[config.mk]
export PLATFORM = sky130hd
export DESIGN_NAME = i2c_tx_fifo
export DESIGN_NICKNAME = d
export VERILOG_FILES = /design/src/rtl/i2c_tx_fifo.sv
export SDC_FILE = /design/constraint.sdc
export NUM_CORES = 1
export LEC_CHECK = 0
export CORE_ASPECT_RATIO = 0.5
export CORE_UTILIZATION = 35
export DETAILED_ROUTE_END_ITERATION = 8
export PLACE_DENSITY_LB_ADDON = 0.15
export SETUP_SLACK_MARGIN = 0.3
export SKIP_CTS_REPAIR_TIMING = 1
export SYNTH_ARGS = -nofsm -noshare
export SYNTH_HDL_FRONTEND = slang
export SYNTH_SLANG_ARGS = --single-unit
export TNS_END_PERCENT = 50
[constraint.sdc]
create_clock -name clk -period 2.79 [get_ports clk]
set_clock_uncertainty 0.1 [all_clocks]
set_input_delay 0.837 -clock clk [delete_from_list [all_inputs] [get_ports clk]]
set_output_delay 0.837 -clock clk [all_outputs]
set_load 0.01 [all_outputs]
[src/rtl/i2c_tx_fifo.sv]
// -----------------------------------------------------------------------------
// i2c_tx_fifo
//
// Synchronous byte FIFO between the host and the I2C master controller. The
// host pushes bytes to be transmitted after the address/RW phase. The
// controller pops one byte per data phase through its read / data_in /
// empty_tx interface.
//
// Ports
//   clk          system clock, rising edge
//   reset        asynchronous active-low reset
//   write        host push request (accepted when !full)
//   wdata        host write data
//   full         FIFO holds 2^ADDR_WIDTH words
//   almost_full  usedw >= AF_LEVEL
//   read         controller pop request (accepted when !empty_tx)
//   data_in      popped word, valid one cycle after an accepted read
//   empty_tx     FIFO holds 0 words
//   usedw        current word count, 0..2^ADDR_WIDTH
//
// Optional build macro I2C_TX_FIFO_ERR_FLAGS_EN adds:
//   err_clr      clears the sticky error flags (a same-edge set event wins)
//   overflow     sticky: a write was seen while full
//   underflow    sticky: a read was seen while empty
//
// Every output comes straight from a register, so no input reaches an output
// combinationally.
// -----------------------------------------------------------------------------
module i2c_tx_fifo #(
  parameter int DATA_WIDTH = 8,
  parameter int ADDR_WIDTH = 4,
  parameter int AF_LEVEL   = 12
) (
  input  logic                  clk,
  input  logic                  reset,
  input  logic                  write,
  input  logic [DATA_WIDTH-1:0] wdata,
  output logic                  full,
  output logic                  almost_full,
  input  logic                  read,
  output logic [DATA_WIDTH-1:0] data_in,
  output logic                  empty_tx,
  output logic [ADDR_WIDTH:0]   usedw
`ifdef I2C_TX_FIFO_ERR_FLAGS_EN
  ,
  input  logic                  err_clr,
  output logic                  overflow,
  output logic                  underflow
`endif
);

  localparam int DEPTH = 1 << ADDR_WIDTH;

  localparam logic [ADDR_WIDTH:0]   CNT_ONE  = (ADDR_WIDTH+1)'(1);
  localparam logic [ADDR_WIDTH:0]   CNT_FULL = (ADDR_WIDTH+1)'(DEPTH);
  localparam logic [ADDR_WIDTH:0]   CNT_AF   = (ADDR_WIDTH+1)'(AF_LEVEL);
  localparam logic [ADDR_WIDTH-1:0] PTR_ONE  = ADDR_WIDTH'(1);

  logic [DATA_WIDTH-1:0] mem [DEPTH];

  logic [ADDR_WIDTH-1:0] wptr_q, wptr_d;
  logic [ADDR_WIDTH-1:0] rptr_q, rptr_d;
  logic [ADDR_WIDTH:0]   count_q, count_d;
  logic [DATA_WIDTH-1:0] data_in_q, data_in_d;
  logic                  empty_q, empty_d;
  logic                  full_q, full_d;
  logic                  af_q, af_d;

  logic push_ok;
  logic pop_ok;

  // Acceptance uses the registered flags. A push and a pop on an empty FIFO
  // therefore only accept the push. On a full FIFO they only accept the pop.
  assign push_ok = write && !full_q;
  assign pop_ok  = read  && !empty_q;

  // NOTE: always_comb assigns every _d signal a default first. No path can
  // then leave a signal unassigned, and no latch is inferred.
  always_comb begin
    wptr_d    = wptr_q;
    rptr_d    = rptr_q;
    count_d   = count_q;
    data_in_d = data_in_q;

    if (push_ok) begin
      wptr_d = wptr_q + PTR_ONE;
    end
    if (pop_ok) begin
      // A word written on this same edge is not yet in mem, so it cannot be
      // read in the same cycle.
      data_in_d = mem[rptr_q];
      rptr_d    = rptr_q + PTR_ONE;
    end

    unique case ({push_ok, pop_ok})
      2'b10:   count_d = count_q + CNT_ONE;
      2'b01:   count_d = count_q - CNT_ONE;
      default: count_d = count_q;
    endcase

    // The flags look at the next count, so they change on the same edge as usedw.
    empty_d = (count_d == '0);
    full_d  = (count_d == CNT_FULL);
    af_d    = (count_d >= CNT_AF);
  end

  // NOTE: sequential state uses non-blocking assignments only. Every register
  // then samples its pre-edge value, whatever order the processes run in.
  always_ff @(posedge clk or negedge reset) begin
    if (!reset) begin
      wptr_q    <= '0;
      rptr_q    <= '0;
      count_q   <= '0;
      data_in_q <= '0;
      empty_q   <= 1'b1;
      full_q    <= 1'b0;
      af_q      <= 1'b0;
    end else begin
      wptr_q    <= wptr_d;
      rptr_q    <= rptr_d;
      count_q   <= count_d;
      data_in_q <= data_in_d;
      empty_q   <= empty_d;
      full_q    <= full_d;
      af_q      <= af_d;
    end
  end

  // NOTE: the storage array is left out of reset on purpose. It can then map
  // onto RAM. Stale contents are harmless because the pointers and count
  // reset, and no word is read before it has been written.
  always_ff @(posedge clk) begin
    if (push_ok) begin
      mem[wptr_q] <= wdata;
    end
  end

  assign full        = full_q;
  assign almost_full = af_q;
  assign empty_tx    = empty_q;
  assign usedw       = count_q;
  assign data_in     = data_in_q;

`ifdef I2C_TX_FIFO_ERR_FLAGS_EN
  logic ovf_q, ovf_d;
  logic unf_q, unf_d;

  // Sticky flags. A set event on the same edge as err_clr takes priority, so
  // a clear can never hide an error that is happening right now.
  always_comb begin
    ovf_d = ovf_q;
    unf_d = unf_q;
    if (write && full_q) begin
      ovf_d = 1'b1;
    end else if (err_clr) begin
      ovf_d = 1'b0;
    end
    if (read && empty_q) begin
      unf_d = 1'b1;
    end else if (err_clr) begin
      unf_d = 1'b0;
    end
  end

  always_ff @(posedge clk or negedge reset) begin
    if (!reset) begin
      ovf_q <= 1'b0;
      unf_q <= 1'b0;
    end else begin
      ovf_q <= ovf_d;
      unf_q <= unf_d;
    end
  end

  assign overflow  = ovf_q;
  assign underflow = unf_q;
`endif

endmodule

==> flow_metrics.env, run 1 <==
export IMPL_placed_cells=640
export IMPL_total_power_w=0.00773
export IMPL_finalSetupViolCount=0
export IMPL_worstPathArrival_ps=1700
export IMPL_drtPass1Iterations=5
export IMPL_h_tree_depth=4
export IMPL_rsz0062_at_grt="yes"
export IMPL_ys_warn_count=0
export IMPL_grt_first_pass_wirelength_microns=19900
export IMPL_nNetsFinal=445
export IMPL_synthArstFlopShare_pct=15.8
export IMPL_finalCritPeriodShare_pct=94.7
export IMPL_via_per_inst=4.91
export IMPL_worstMarginPinSlew_ps=677
export IMPL_hpwl_microns=8980
export IMPL_start_util_pct=35.9
export IMPL_cts_buffer_depth=2
export IMPL_drc=0
export IMPL_maxCapViolations=0
export IMPL_vdd_drop_max_mv=0.429
export IMPL_hold_slack_ps=422
export IMPL_grt_max_degree=45
export IMPL_gp_congestion=0.833
export IMPL_syn_num_nets=379
export IMPL_synthToLayoutAreaGrowth_pct=24.5
export IMPL_critPathKind="reg2out"
export IMPL_port_buffers=27
export IMPL_drive_above_1_share_pct=23.0
export IMPL_insertion_delay_ps=430
export IMPL_numCtsBuffers=17
export IMPL_ioPinCount=28
export IMPL_synth_cells=360
export IMPL_endpoint_kind="output pin"
export IMPL_yosysMostFrequentCell="edfxtp_1"
export IMPL_num_antenna_cells=0
export IMPL_cp_start_kind="flip-flop"
export IMPL_finalWirelength_microns=12800
export IMPL_syn_area_sq_um=6260
export IMPL_synth_seq_cells=152
export IMPL_synth_seq_area_share_pct=71.0
export IMPL_hp_class="reg2reg"
export IMPL_antenna_found_initial=0
export IMPL_root_buffer="clkbuf_16"
export IMPL_crit_slowest_cell="dfrtp_1"
export IMPL_fin_ws_ps=149
export IMPL_hold_viol=0
export IMPL_place_ws_ps=-406
export IMPL_clkTransAtPathRegs_ps=60
export IMPL_fp_dieArea_sq_um=18500
export IMPL_detailed_place_area_sq_um=7160
export IMPL_finalNonFillerCells=673
export IMPL_synth_area_leaders="edfxtp_1 61%, dfrtp_1 9.2%, mux4_1 5.5%"
export IMPL_synth_distinct_cells=46
export IMPL_regToRegSetupSlack_ps=460
export IMPL_run_status="completed"
export IMPL_avgSynthCellArea_sq_um=17.4
export IMPL_max_slew_margin_rel_pct=54.7
export IMPL_cp_buffers_inverters=1
export IMPL_synth_edf_count=128
export IMPL_drt_iter0_markers=216
export IMPL_synth_top_cell_by_area="edfxtp_1"
export IMPL_cp_slowest_stage_delay_ps=650
export IMPL_vias=3305
export IMPL_rows=34
export IMPL_fin_crit_ps=2640
export IMPL_die_w_microns=191
export IMPL_core_area_sq_um=17400
export IMPL_cts_tree="built"
export IMPL_clock_sinks=152
export IMPL_path_cells="clkdlybuf4s50_1"
export IMPL_gr_total_overflow=0
export IMPL_finish_instance_area_sq_um=7800
export IMPL_path_max_fanout=11
export IMPL_synth_flop_cell="edfxtp_1"
export IMPL_track_usage_pct=14.9
export IMPL_grt_pass1_vias=3500
export IMPL_synth_common_cells="128 x edfxtp_1, 23 x dfrtp_1, 18 x nor2b_1, 17 x and2_1, 16 x mux2i_1"
export IMPL_routedWlPerCell_microns=19.1
export IMPL_synth_top_cell_area_share_pct=61.4
export IMPL_required_ps=1850
export IMPL_p_leak_nw=2.75
export IMPL_fmax_ghz=0.379
export IMPL_antenna_left=0
export IMPL_drv_slew=0
export IMPL_pwr_density_cell_nw_per_um2=991
export IMPL_die_h_microns=96.6
export IMPL_path_delay_family="flip-flops"
[per-stage QoR]
stage          util, %  setup TNS [ps]
6_report          44.7               0
5_1_grt           44.7               0
4_1_cts           44.2               0
3_5_place_dp      41.1           -2890
3_3_place_gp      41.1           -1100
2_1_floorplan        -               0
[logic make-up after synthesis]
kind of cell / share of synthesized area, %
flip-flops: 71.0
AND/OR/NAND/NOR: 6.73
AO/OA/AOI/OAI: 6.35
multiplexers: 10.7
buffers and inverters: 2.32
XOR/XNOR: 1.54
adder cells (fa/ha/maj): 1.40
[placed cells by master, fill, tap and decap left out, types with 4 or more instances in the layout]
cell type,n
a2111oi_0,8
a211oi_1,8
a21oi_1,4
a221o_1,8
a22o_1,8
and2_1,17
buf_12,10
buf_4,30
clkbuf_16,17
clkdlybuf4s50_1,25
clkinvlp_4,4
dfrtp_1,22
edfxtp_1,128
ha_1,5
inv_1,6
inv_6,4
mux2_2,8
mux2i_1,16
mux4_1,13
nand2_1,10
nor2b_1,17
nor4_1,8
xnor2_1,8
[flip-flops by register name (all words and copies together), names as in the netlist]
name and flops:
data_in 8, usedw 5, mem 128, rptr_q 4, empty_tx 1, full 1, wptr_q 4, almost_full 1
[layer usage]
metal / vias up / track usage [%] / share of wire [%]
met4: 0 / 5.62 / 1.6
met1: 1666 / 20.3 / 48
met5: - / 0 / 0
met2: 50 / 23.2 / 47
met3: 19 / 3.48 / 3.2
li1: 1570 / - / -
[layout make-up]
cell class / instances / area, sq um
Tap cell: 234 / 293
Sequential cell: 152 / 4450
Inverter: 8 / 32.5
Timing Repair Buffer: 67 / 701
Fill cell: 1498 / 9640
Multi-Input combinational cell: 180 / 1780
Clock buffer: 17 / 425
Clock inverter: 15 / 119
[final timing paths]
check / start / to / cells past startpoint
max reg2reg: empty_tx / full / 11
max in group asynchronous: reset / empty_tx / 2
max: usedw[2] / usedw[2] / 1
min: rptr_q[2] / rptr_q[2] / 1
min in group asynchronous: reset / data_in[0] / 2
min reg2reg: rptr_q[2] / rptr_q[2] / 1
[power breakdown]
group          internal (W)  total (W)  switching [W]
sequential          0.00284    0.00314       0.000305
combinational       0.00128    0.00248        0.00120
clock               0.00115    0.00210       0.000952
total               0.00527    0.00773        0.00246
No activity file was read; power rests on OpenSTA's default activity.
==> inputs of run 2 (changes only) <==
--- a/config.mk
+++ b/config.mk
@@ -8,6 +8,7 @@
 export CORE_ASPECT_RATIO = 0.5
 export CORE_UTILIZATION = 35
 export DETAILED_ROUTE_END_ITERATION = 8
+export GPL_TIMING_DRIVEN = 0
 export PLACE_DENSITY_LB_ADDON = 0.15
 export SETUP_SLACK_MARGIN = 0.3
 export SKIP_CTS_REPAIR_TIMING = 1
==> run 2 against run 1 <==
Effect of this change:
- combinational power rose by 4%
- wire length rose by 5.8%
- largest cell class unchanged
- sequential power fell by 4%
- via count rose by 0.82%
- clock power rose by 15%
- highest routed layer unchanged
- power rose by 3.7%
- cell count fell by 1.8%
- worst setup slack improved by 220 ps
- critical path type unchanged
- largest power group unchanged
==> flow_metrics.env, run 2 (same netlist as run 1, synthesis figures left out) <==
export IMPL_fmax_ghz=0.414
export IMPL_critPathKind="reg2out"
export IMPL_switching_power_w=0.00248
export IMPL_hp_class="reg2reg"
export IMPL_run_status="completed"
export IMPL_ioPinCount=28
export IMPL_root_buffer="clkbuf_16"
export IMPL_path_max_fanout=2
export IMPL_p_int_w=0.00553
export IMPL_finalCritPeriodShare_pct=86.6
export IMPL_rsz0062_at_grt="yes"
export IMPL_cts_buffer_depth=2
export IMPL_path_cells="clkdlybuf4s50_1"
export IMPL_layout_commonest_cell="edfxtp_1"
export IMPL_p_clk_share_pct=30.1
export IMPL_antenna_left=0
export IMPL_worstMarginPinSlew_ps=701
export IMPL_finalWirelength_microns=13600
export IMPL_finalSetupViolCount=0
export IMPL_clock_sinks=152
export IMPL_fillers=1552
export IMPL_cts_tree="built"
export IMPL_drtPass1Iterations=4
export IMPL_hold_viol=0
export IMPL_layout_common_cells="128 x edfxtp_1, 25 x clkdlybuf4s50_1, 22 x dfrtp_1"
export IMPL_fp_dieArea_sq_um=18500
export IMPL_cp_buffers_inverters=1
export IMPL_core_area_sq_um=17400
export IMPL_max_slew_margin_rel_pct=53.3
export IMPL_largest_register="mem"
export IMPL_track_usage_pct=15.8
export IMPL_vias=3332
export IMPL_grt_max_degree=25
export IMPL_p_leak_nw=2.66
export IMPL_grt_first_pass_wirelength_microns=20900
export IMPL_setup_tns_ps=0
export IMPL_drc=0
export IMPL_vdd_drop_max_mv=0.466
export IMPL_hpwl_microns=9190
export IMPL_gp_congestion=0.797
export IMPL_rows=34
export IMPL_die_h_microns=96.6
export IMPL_finish_instance_area_sq_um=7640
export IMPL_cp_slowest_stage_delay_ps=540
export IMPL_synthToLayoutAreaGrowth_pct=21.9
export IMPL_antenna_found_initial=0
export IMPL_via_per_inst=5.04
export IMPL_final_core_util_pct=43.8
export IMPL_switching_share_pct=31.0
export IMPL_largest_register_ffs=128
export IMPL_start_util_pct=35.9
export IMPL_nNetsFinal=432
export IMPL_h_tree_depth=4
export IMPL_seq_power_share_pct=37.8
export IMPL_drive_above_1_share_pct=18.1
export IMPL_fin_crit_ps=2420
export IMPL_numCtsBuffers=17
export IMPL_grt_pass1_vias=3412
export IMPL_insertion_delay_ps=420
export IMPL_cp_start_kind="flip-flop"
export IMPL_pwr_density_cell_nw_per_um2=1050
export IMPL_required_ps=1850
export IMPL_path_delay_family="flip-flops"
export IMPL_gr_total_overflow=0
export IMPL_port_buffers=27
export IMPL_maxCapViolations=0
export IMPL_drt_iter0_markers=169
export IMPL_routedWlPerCell_microns=20.6
export IMPL_detailed_place_area_sq_um=6860
export IMPL_die_w_microns=191
export IMPL_crit_slowest_cell="dfstp_2"
export IMPL_clkTransAtPathRegs_ps=60
export IMPL_endpoint_kind="output pin"
export IMPL_worstPathArrival_ps=1480
export IMPL_drv_slew=0
export IMPL_power_frac_comb_pct=32.1
-- run 2: changes by cell type in the layout (fill, tap and decap cells not counted), moves of 2 or more --
| cell | change |
|---|---|
| buf_4 | -23 |
| buf_12 | -10 |
| buf_2 | +8 |
| clkbuf_1 | +6 |
| bufinv_16 | +4 |
| buf_1 | +3 |
| buf_6 | +2 |
-- run 2: cell type report --
| cell class | count | area [sq um] | share of cell area (%) |
|---|---|---|---|
| repair buffers | 34 | 348 | 4.55 |
| diodes | 1 | 2.50 | 0.0328 |
| multi-input cells | 180 | 1770 | 23.1 |
| inverters | 8 | 40.0 | 0.524 |
| clock inverters | 14 | 196 | 2.57 |
| plain buffers | 20 | 115 | 1.51 |
| well taps | 234 | 293 | 3.83 |
| clock buffers | 18 | 429 | 5.62 |
| flip-flops and latches | 152 | 4450 | 58.2 |
-- run 2: stage by stage --
stage	setup WS [ps]	hold WS, ps	total power (W)	instances
2_1_floorplan	237	386	0.00464	360
3_3_place_gp	-528	406	0.00546	621
3_5_place_dp	-579	415	0.00554	621
4_1_cts	-152	428	0.00796	653
5_1_grt	259	442	0.00840	660
6_report	373	426	0.00802	661
-- run 2: worst paths after layout --
check                      startpoint         end  slack, ps  cells after the start
setup reg to reg             usedw[1]        full        410                      9
max in group asynchronous       reset    empty_tx       1250                      2
setup / recovery             empty_tx    empty_tx        370                      1
hold / removal              rptr_q[2]   rptr_q[2]        430                      1
hold reg to reg             rptr_q[2]   rptr_q[2]        430                      1
min in group asynchronous       reset  data_in[0]        740                      1
-- run 2: power groups by stage --
stage	registers, W	clock network [W]	logic [W]
global route	0.00307	0.00254	0.00279
detailed placement	0.00307	0	0.00247
CTS	0.00302	0.00245	0.00249
global placement	0.00305	0	0.00241
floorplan	0.00307	0	0.00157
finish	0.00303	0.00241	0.00258
-- run 2: per-layer routing --
layer | vias up | global-route usage, % | wire length, microns
met4 | 0 | 4.21 | 97
met1 | 1735 | 21.4 | 6410
met5 | - | 0 | 0
met2 | 40 | 25.4 | 6720
li1 | 1548 | - | -
met3 | 9 | 3.92 | 364
